<file path="config.mk">
export PLATFORM = sky130hd
export DESIGN_NAME = decoder_scan_sequencer
export DESIGN_NICKNAME = d
export VERILOG_FILES = /design/src/rtl/decoder_scan_sequencer.sv
export SDC_FILE = /design/constraint.sdc
export NUM_CORES = 1
export LEC_CHECK = 0
export ABC_CLOCK_PERIOD_IN_PS = 3100
export CAP_MARGIN = 20
export CORE_UTILIZATION = 50
export DETAILED_ROUTE_END_ITERATION = 12
export PLACE_DENSITY = 0.74
export SKIP_LAST_GASP = 1
export SLEW_MARGIN = 20
export SYNTH_ARGS = -nofsm -noshare
export SYNTH_HDL_FRONTEND = slang
export SYNTH_SLANG_ARGS = --single-unit
</file>
<file path="constraint.sdc">
create_clock -name clk -period 3.1 [get_ports clk]
set_input_delay 0.62 -clock clk [delete_from_list [all_inputs] [get_ports clk]]
set_output_delay 0.62 -clock clk [all_outputs]
set_load 0.005 [all_outputs]
</file>
<file path="src/rtl/decoder_scan_sequencer.sv">
// Scan sequencer for a 4-to-16 one-hot decoder: steps through the set bits of a latched
// channel mask, holding each index for dwell+1 cycles, in single-shot or looping mode.
module decoder_scan_sequencer #(
    parameter int unsigned DWELL_W = 8
) (
    input  logic               clk,
    input  logic               rst_n,
    input  logic               start,
    input  logic               stop,
    input  logic               single_shot,
    input  logic [15:0]        chan_mask,
    input  logic [DWELL_W-1:0] dwell,
    output logic [3:0]         hex_out,
    output logic               en_out,
    output logic               busy,
    output logic               wrap,
    output logic               done
);

    typedef enum logic [0:0] {StIdle, StScan} state_e;

    state_e               r_state, w_state_nxt;
    logic [15:0]          r_mask, w_mask_nxt;
    logic [DWELL_W-1:0]   r_dwell, w_dwell_nxt;
    logic [DWELL_W-1:0]   r_cnt, w_cnt_nxt;
    logic [3:0]           r_hex, w_hex_nxt;
    logic                 r_en, w_en_nxt;
    logic                 r_busy, w_busy_nxt;
    logic                 r_wrap, w_wrap_nxt;
    logic                 r_done, w_done_nxt;

    logic [15:0]          w_upper;
    logic                 w_has_upper;
    logic [3:0]           w_next_upper;
    logic [3:0]           w_first_latched;
    logic [3:0]           w_first_in;
    logic                 w_dwell_end;

    function automatic logic [3:0] f_lowest(input logic [15:0] m);
        logic [3:0] idx;
        idx = '0;
        for (int i = 15; i >= 0; i--) begin
            if (m[i]) idx = 4'(i);
        end
        return idx;
    endfunction

    // Channels strictly above the current index; empty means the next step wraps.
    always_comb begin
        w_upper = '0;
        for (int i = 0; i < 16; i++) begin
            w_upper[i] = r_mask[i] && (4'(i) > r_hex);
        end
    end

    assign w_has_upper     = |w_upper;
    assign w_next_upper    = f_lowest(w_upper);
    assign w_first_latched = f_lowest(r_mask);
    assign w_first_in      = f_lowest(chan_mask);
    assign w_dwell_end     = (r_cnt == r_dwell);

    always_comb begin
        w_state_nxt = r_state;
        w_mask_nxt  = r_mask;
        w_dwell_nxt = r_dwell;
        w_cnt_nxt   = r_cnt;
        w_hex_nxt   = r_hex;
        w_en_nxt    = r_en;
        w_busy_nxt  = r_busy;
        w_wrap_nxt  = 1'b0;
        w_done_nxt  = 1'b0;

        unique case (r_state)
            StIdle: begin
                if (start && !stop && (chan_mask != '0)) begin
                    w_state_nxt = StScan;
                    w_mask_nxt  = chan_mask;
                    w_dwell_nxt = dwell;
                    w_cnt_nxt   = '0;
                    w_hex_nxt   = w_first_in;
                    w_en_nxt    = 1'b1;
                    w_busy_nxt  = 1'b1;
                end
            end
            StScan: begin
                if (stop) begin
                    w_state_nxt = StIdle;
                    w_cnt_nxt   = '0;
                    w_hex_nxt   = '0;
                    w_en_nxt    = 1'b0;
                    w_busy_nxt  = 1'b0;
                end else if (w_dwell_end) begin
                    // Counter resets here, so it never runs past the dwell compare.
                    w_cnt_nxt = '0;
                    if (w_has_upper) begin
                        w_hex_nxt = w_next_upper;
                    end else if (single_shot) begin
                        w_state_nxt = StIdle;
                        w_hex_nxt   = '0;
                        w_en_nxt    = 1'b0;
                        w_busy_nxt  = 1'b0;
                        w_done_nxt  = 1'b1;
                    end else begin
                        w_hex_nxt  = w_first_latched;
                        w_wrap_nxt = 1'b1;
                    end
                end else begin
                    w_cnt_nxt = r_cnt + 1'b1;
                end
            end
            default: w_state_nxt = StIdle;
        endcase
    end

    always_ff @(posedge clk or negedge rst_n) begin
        if (!rst_n) begin
            r_state <= StIdle;
            r_mask  <= '0;
            r_dwell <= '0;
            r_cnt   <= '0;
            r_hex   <= '0;
            r_en    <= 1'b0;
            r_busy  <= 1'b0;
            r_wrap  <= 1'b0;
            r_done  <= 1'b0;
        end else begin
            r_state <= w_state_nxt;
            r_mask  <= w_mask_nxt;
            r_dwell <= w_dwell_nxt;
            r_cnt   <= w_cnt_nxt;
            r_hex   <= w_hex_nxt;
            r_en    <= w_en_nxt;
            r_busy  <= w_busy_nxt;
            r_wrap  <= w_wrap_nxt;
            r_done  <= w_done_nxt;
        end
    end

    assign hex_out = r_hex;
    assign en_out  = r_en;
    assign busy    = r_busy;
    assign wrap    = r_wrap;
    assign done    = r_done;

endmodule

</file>
==> flow_metrics.env <==
export IMPL_finalMaxSlewViolations=0
export IMPL_dpl_cell_count=366
export IMPL_tritoncts_num_buffers=5
export IMPL_gpl_final_weighted_congestion=0.8884
export IMPL_finalHoldViolations=0
export IMPL_cts_root_buf="sky130_fd_sc_hd__clkbuf_8"
export IMPL_rsz0062_at_grt="false"
export IMPL_clk_latency_ns=0.30
export IMPL_vdd_ir_drop_max_uv=332.9
export IMPL_fin_skew_ns=0.008552
export IMPL_cp_data_arrival_time_ns=2.82
export IMPL_critical_path_class="primary input to flip-flop"
export IMPL_wl_per_cell_um=15.86
export IMPL_synth_yosys_seq_area_share_pct=39.43
export IMPL_ys_async_sr_fraction_pct=100.0
export IMPL_combinational_family_with_the_most_area_after_synthesis="simple AND/OR/NAND/NOR gates"
export IMPL_power_density_cell_area_nw_per_um2=563.0
export IMPL_synth_area_in_compound_gates_pct=21.29
export IMPL_drv_cap=0
export IMPL_p_leak_nw=1.175
export IMPL_synth_adder_area_share_pct=0.4929
export IMPL_floorplan_rows=25
export IMPL_floorplan_die_height_um=73.26
export IMPL_grt_antenna_before_repair=0
export IMPL_power_mw=1.715
export IMPL_final_cell_area_sq_um=3047
export IMPL_synth_enable_flop_cells=0
export IMPL_finish_utilization_pct=63.25
export IMPL_detailedPlacementHpwl_um=4467
export IMPL_grt_pass1_wl_um=9591
export IMPL_worst_slew_slack_as_a_fraction_of_its_limit_pct=41.27
export IMPL_cp_cell_sequence="clkdlybuf4s50_1 -> nor4_2 -> a41oi_1 -> nor2b_2 -> buf_4 -> mux2_1"
export IMPL_dieArea_sq_um=5366
export IMPL_crit_fanout=14
export IMPL_place_area_sq_um=2950
export IMPL_multi_input_comb_area_sq_um=1443
export IMPL_synthDominantAreaCellType="sky130_fd_sc_hd__dfrtp_1"
export IMPL_finalCriticalPeriod_ns=2.636
export IMPL_netlist_top_cells_area="sky130_fd_sc_hd__dfrtp_1, sky130_fd_sc_hd__mux2_1, sky130_fd_sc_hd__o21ai_0, sky130_fd_sc_hd__xnor2_1, sky130_fd_sc_hd__nor2_1"
export IMPL_synth_area_sq_um=2539
export IMPL_grt_util_all_layers_pct=24.07
export IMPL_yosys_warnings=0
export IMPL_worstRegToRegCells=6
export IMPL_boundaryPins=37
export IMPL_cts_resized=0
export IMPL_timing_hold_ws_ns=0.4273
export IMPL_worst_hold_path_type="primary input to asynchronous set/reset pin"
export IMPL_synth_cell_type_count=57
export IMPL_ctsHoldBuffers=0
export IMPL_fraction_of_synthesized_cell_area_in_xor_and_xnor_cells_pct=4.140
export IMPL_pre_cts_slack_ns=0.1166
export IMPL_fp_dieW_um=73.26
export IMPL_final_fill_count=431
export IMPL_number_of_global_route_vias_before_repair=1943
export IMPL_clk_transition_reported_paths_ns=0.08
export IMPL_crit_path_end_kind="flip-flop"
export IMPL_synthFlopType="sky130_fd_sc_hd__dfrtp_1"
export IMPL_start_util_pct=52.70
export IMPL_maximum_root_to_sink_buffer_count=2
export IMPL_setup_ws_ns=0.4642
export IMPL_syn_num_nets=298
export IMPL_globalRoute_totalOverflow=0
export IMPL_ys_ff_latch=40
export IMPL_via_per_inst=5.877
export IMPL_cp_slowest_stage_delay_ns=0.59
export IMPL_drive_above_1_share_pct=10.42
export IMPL_htree_num_levels=2
export IMPL_netlist_area_leader_share_pct=39.43
export IMPL_max_freq_ghz=0.3794
export IMPL_layout_cells_non_filler=374
export IMPL_maximum_number_of_pins_on_one_net_before_global_route_repair=41
export IMPL_critPathRequiredTime_ns=3.29
export IMPL_cts_sinks=40
export IMPL_num_vias=2198
export IMPL_dr_first_iter_drc_count=160
export IMPL_firstDrtPassIters=4
export IMPL_max_slew_worst_pin_slew_ns=0.8809
export IMPL_count_leader_synth="sky130_fd_sc_hd__dfrtp_1"
export IMPL_post_synth_inst_count=268
export IMPL_run_status="completed"
export IMPL_synth_simple_gate_area_share_pct=21.93
export IMPL_numnets_final=336
export IMPL_drc=0
export IMPL_num_antenna_cells=0
export IMPL_setup_tns_final_ns=0
export IMPL_critical_path_startpoint_type="primary input"
export IMPL_totalWireLength_um=5933
export IMPL_synth_commonest_cells="sky130_fd_sc_hd__dfrtp_1, sky130_fd_sc_hd__nor2_1, sky130_fd_sc_hd__mux2_1, sky130_fd_sc_hd__o21ai_0, sky130_fd_sc_hd__nand2_1"
export IMPL_area_growth_synth_to_final_pct=20.01
export IMPL_final_min_period_over_clock_period_pct=85.03
export IMPL_clock_tree_from_tritoncts="yes"
export IMPL_cts_setup_buffers=0
export IMPL_synth_area_mux_share_pct=8.871
export IMPL_average_footprint_of_a_synthesized_cell_sq_um=9.473
export IMPL_placement_io_buffers=36
export IMPL_layout_area_seq_sq_um=1001
export IMPL_core_area_sq_um=4817
export IMPL_slowest_stage="sky130_fd_sc_hd__nor2b_2"
export IMPL_finalSetupViolations=0
export IMPL_count_of_antenna_violating_nets_left_after_detailed_routing=0
path summary, 6_finish.rpt:
path | endpoint | slack (ns) | start
min reg2reg | r_dwell[7] | 0.51 | r_dwell[7]
min in group clk | r_dwell[7] | 0.51 | r_dwell[7]
max reg2reg | hex_out[0] | 0.72 | r_cnt[5]
max | r_dwell[2] | 0.46 | chan_mask[7]
min | r_dwell[1] | 0.43 | rst_n
max in group asynchronous | r_mask[4] | 2.11 | rst_n
layout make-up:
type                    count  area share, %
multi-input cells         209          47.35
clock buffers               6          2.710
clock inverters             2         0.4517
flip-flops and latches     40          32.85
repair buffers             40          12.65
well taps                  67          2.752
inverters                  10          1.232
where the power goes:
part           switching, mW  internal (mW)  leakage [nW]
Clock                  0.189          0.182        0.0516
Sequential             0.176          0.611         0.496
Combinational          0.269          0.289         0.627
cells in the final DEF (no fill, tap or decap), types with 2 or more instances in the layout:
| master | n |
|---|---|
| sky130_fd_sc_hd__clkdlybuf4s50_1 | 35 |
| sky130_fd_sc_hd__buf_4 | 4 |
| sky130_fd_sc_hd__a21oi_1 | 10 |
| sky130_fd_sc_hd__a21boi_1 | 2 |
| sky130_fd_sc_hd__a21boi_0 | 2 |
| sky130_fd_sc_hd__mux2_1 | 20 |
| sky130_fd_sc_hd__o22ai_1 | 4 |
| sky130_fd_sc_hd__inv_1 | 10 |
| sky130_fd_sc_hd__and2_1 | 3 |
| sky130_fd_sc_hd__nor3b_1 | 2 |
| sky130_fd_sc_hd__o21ai_1 | 3 |
| sky130_fd_sc_hd__and3_1 | 4 |
| sky130_fd_sc_hd__dfrtp_1 | 40 |
| sky130_fd_sc_hd__nor4_2 | 3 |
| sky130_fd_sc_hd__nand2_1 | 19 |
| sky130_fd_sc_hd__nor2_1 | 22 |
| sky130_fd_sc_hd__a211oi_1 | 3 |
| sky130_fd_sc_hd__nand2b_1 | 11 |
| sky130_fd_sc_hd__nor2b_1 | 5 |
| sky130_fd_sc_hd__nand4_1 | 4 |
| sky130_fd_sc_hd__xnor2_1 | 10 |
| sky130_fd_sc_hd__a21bo_2 | 2 |
| sky130_fd_sc_hd__a31oi_1 | 3 |
| sky130_fd_sc_hd__clkbuf_8 | 6 |
| sky130_fd_sc_hd__o31ai_1 | 6 |
| sky130_fd_sc_hd__o221ai_1 | 2 |
| sky130_fd_sc_hd__nand3_1 | 7 |
| sky130_fd_sc_hd__nor3_1 | 7 |
| sky130_fd_sc_hd__o21bai_1 | 3 |
| sky130_fd_sc_hd__a31o_2 | 2 |
| sky130_fd_sc_hd__o21ai_0 | 20 |
| sky130_fd_sc_hd__nor4_1 | 4 |
| sky130_fd_sc_hd__xor2_1 | 2 |
sequential cells by signal, indices dropped and copies added (netlist names):
name     cells
r_dwell      8
r_mask      16
r_state      1
done         1
busy         1
wrap         1
hex_out      4
r_cnt        8
metal layers:
layer | GRT usage [%] | routed length [um] | part of all wire, %
met5 | 0 | 0 | 0
met2 | 34.88 | 2630 | 44
met1 | 35.31 | 2894 | 49
met3 | 5.350 | 312 | 5.3
met4 | 8.497 | 95 | 1.6
cells by family after synthesis:
family / count (synthesis)
AOI/OAI and AO/OA: 76
xor gates and xnor gates: 12
adders and majority gates: 1
buffers and inverters: 19
DFF: 40
muxes: 20
and+or+nand+nor: 100
critical path, delay by kind of cell:
family                 cells  cell delay (ns)
multiplexers               1             0.35
AO/OA/AOI/OAI              1             0.31
AND/OR/NAND/NOR            2             0.67
buffers and inverters      2             0.87
Power figures use the tool's default switching activity.
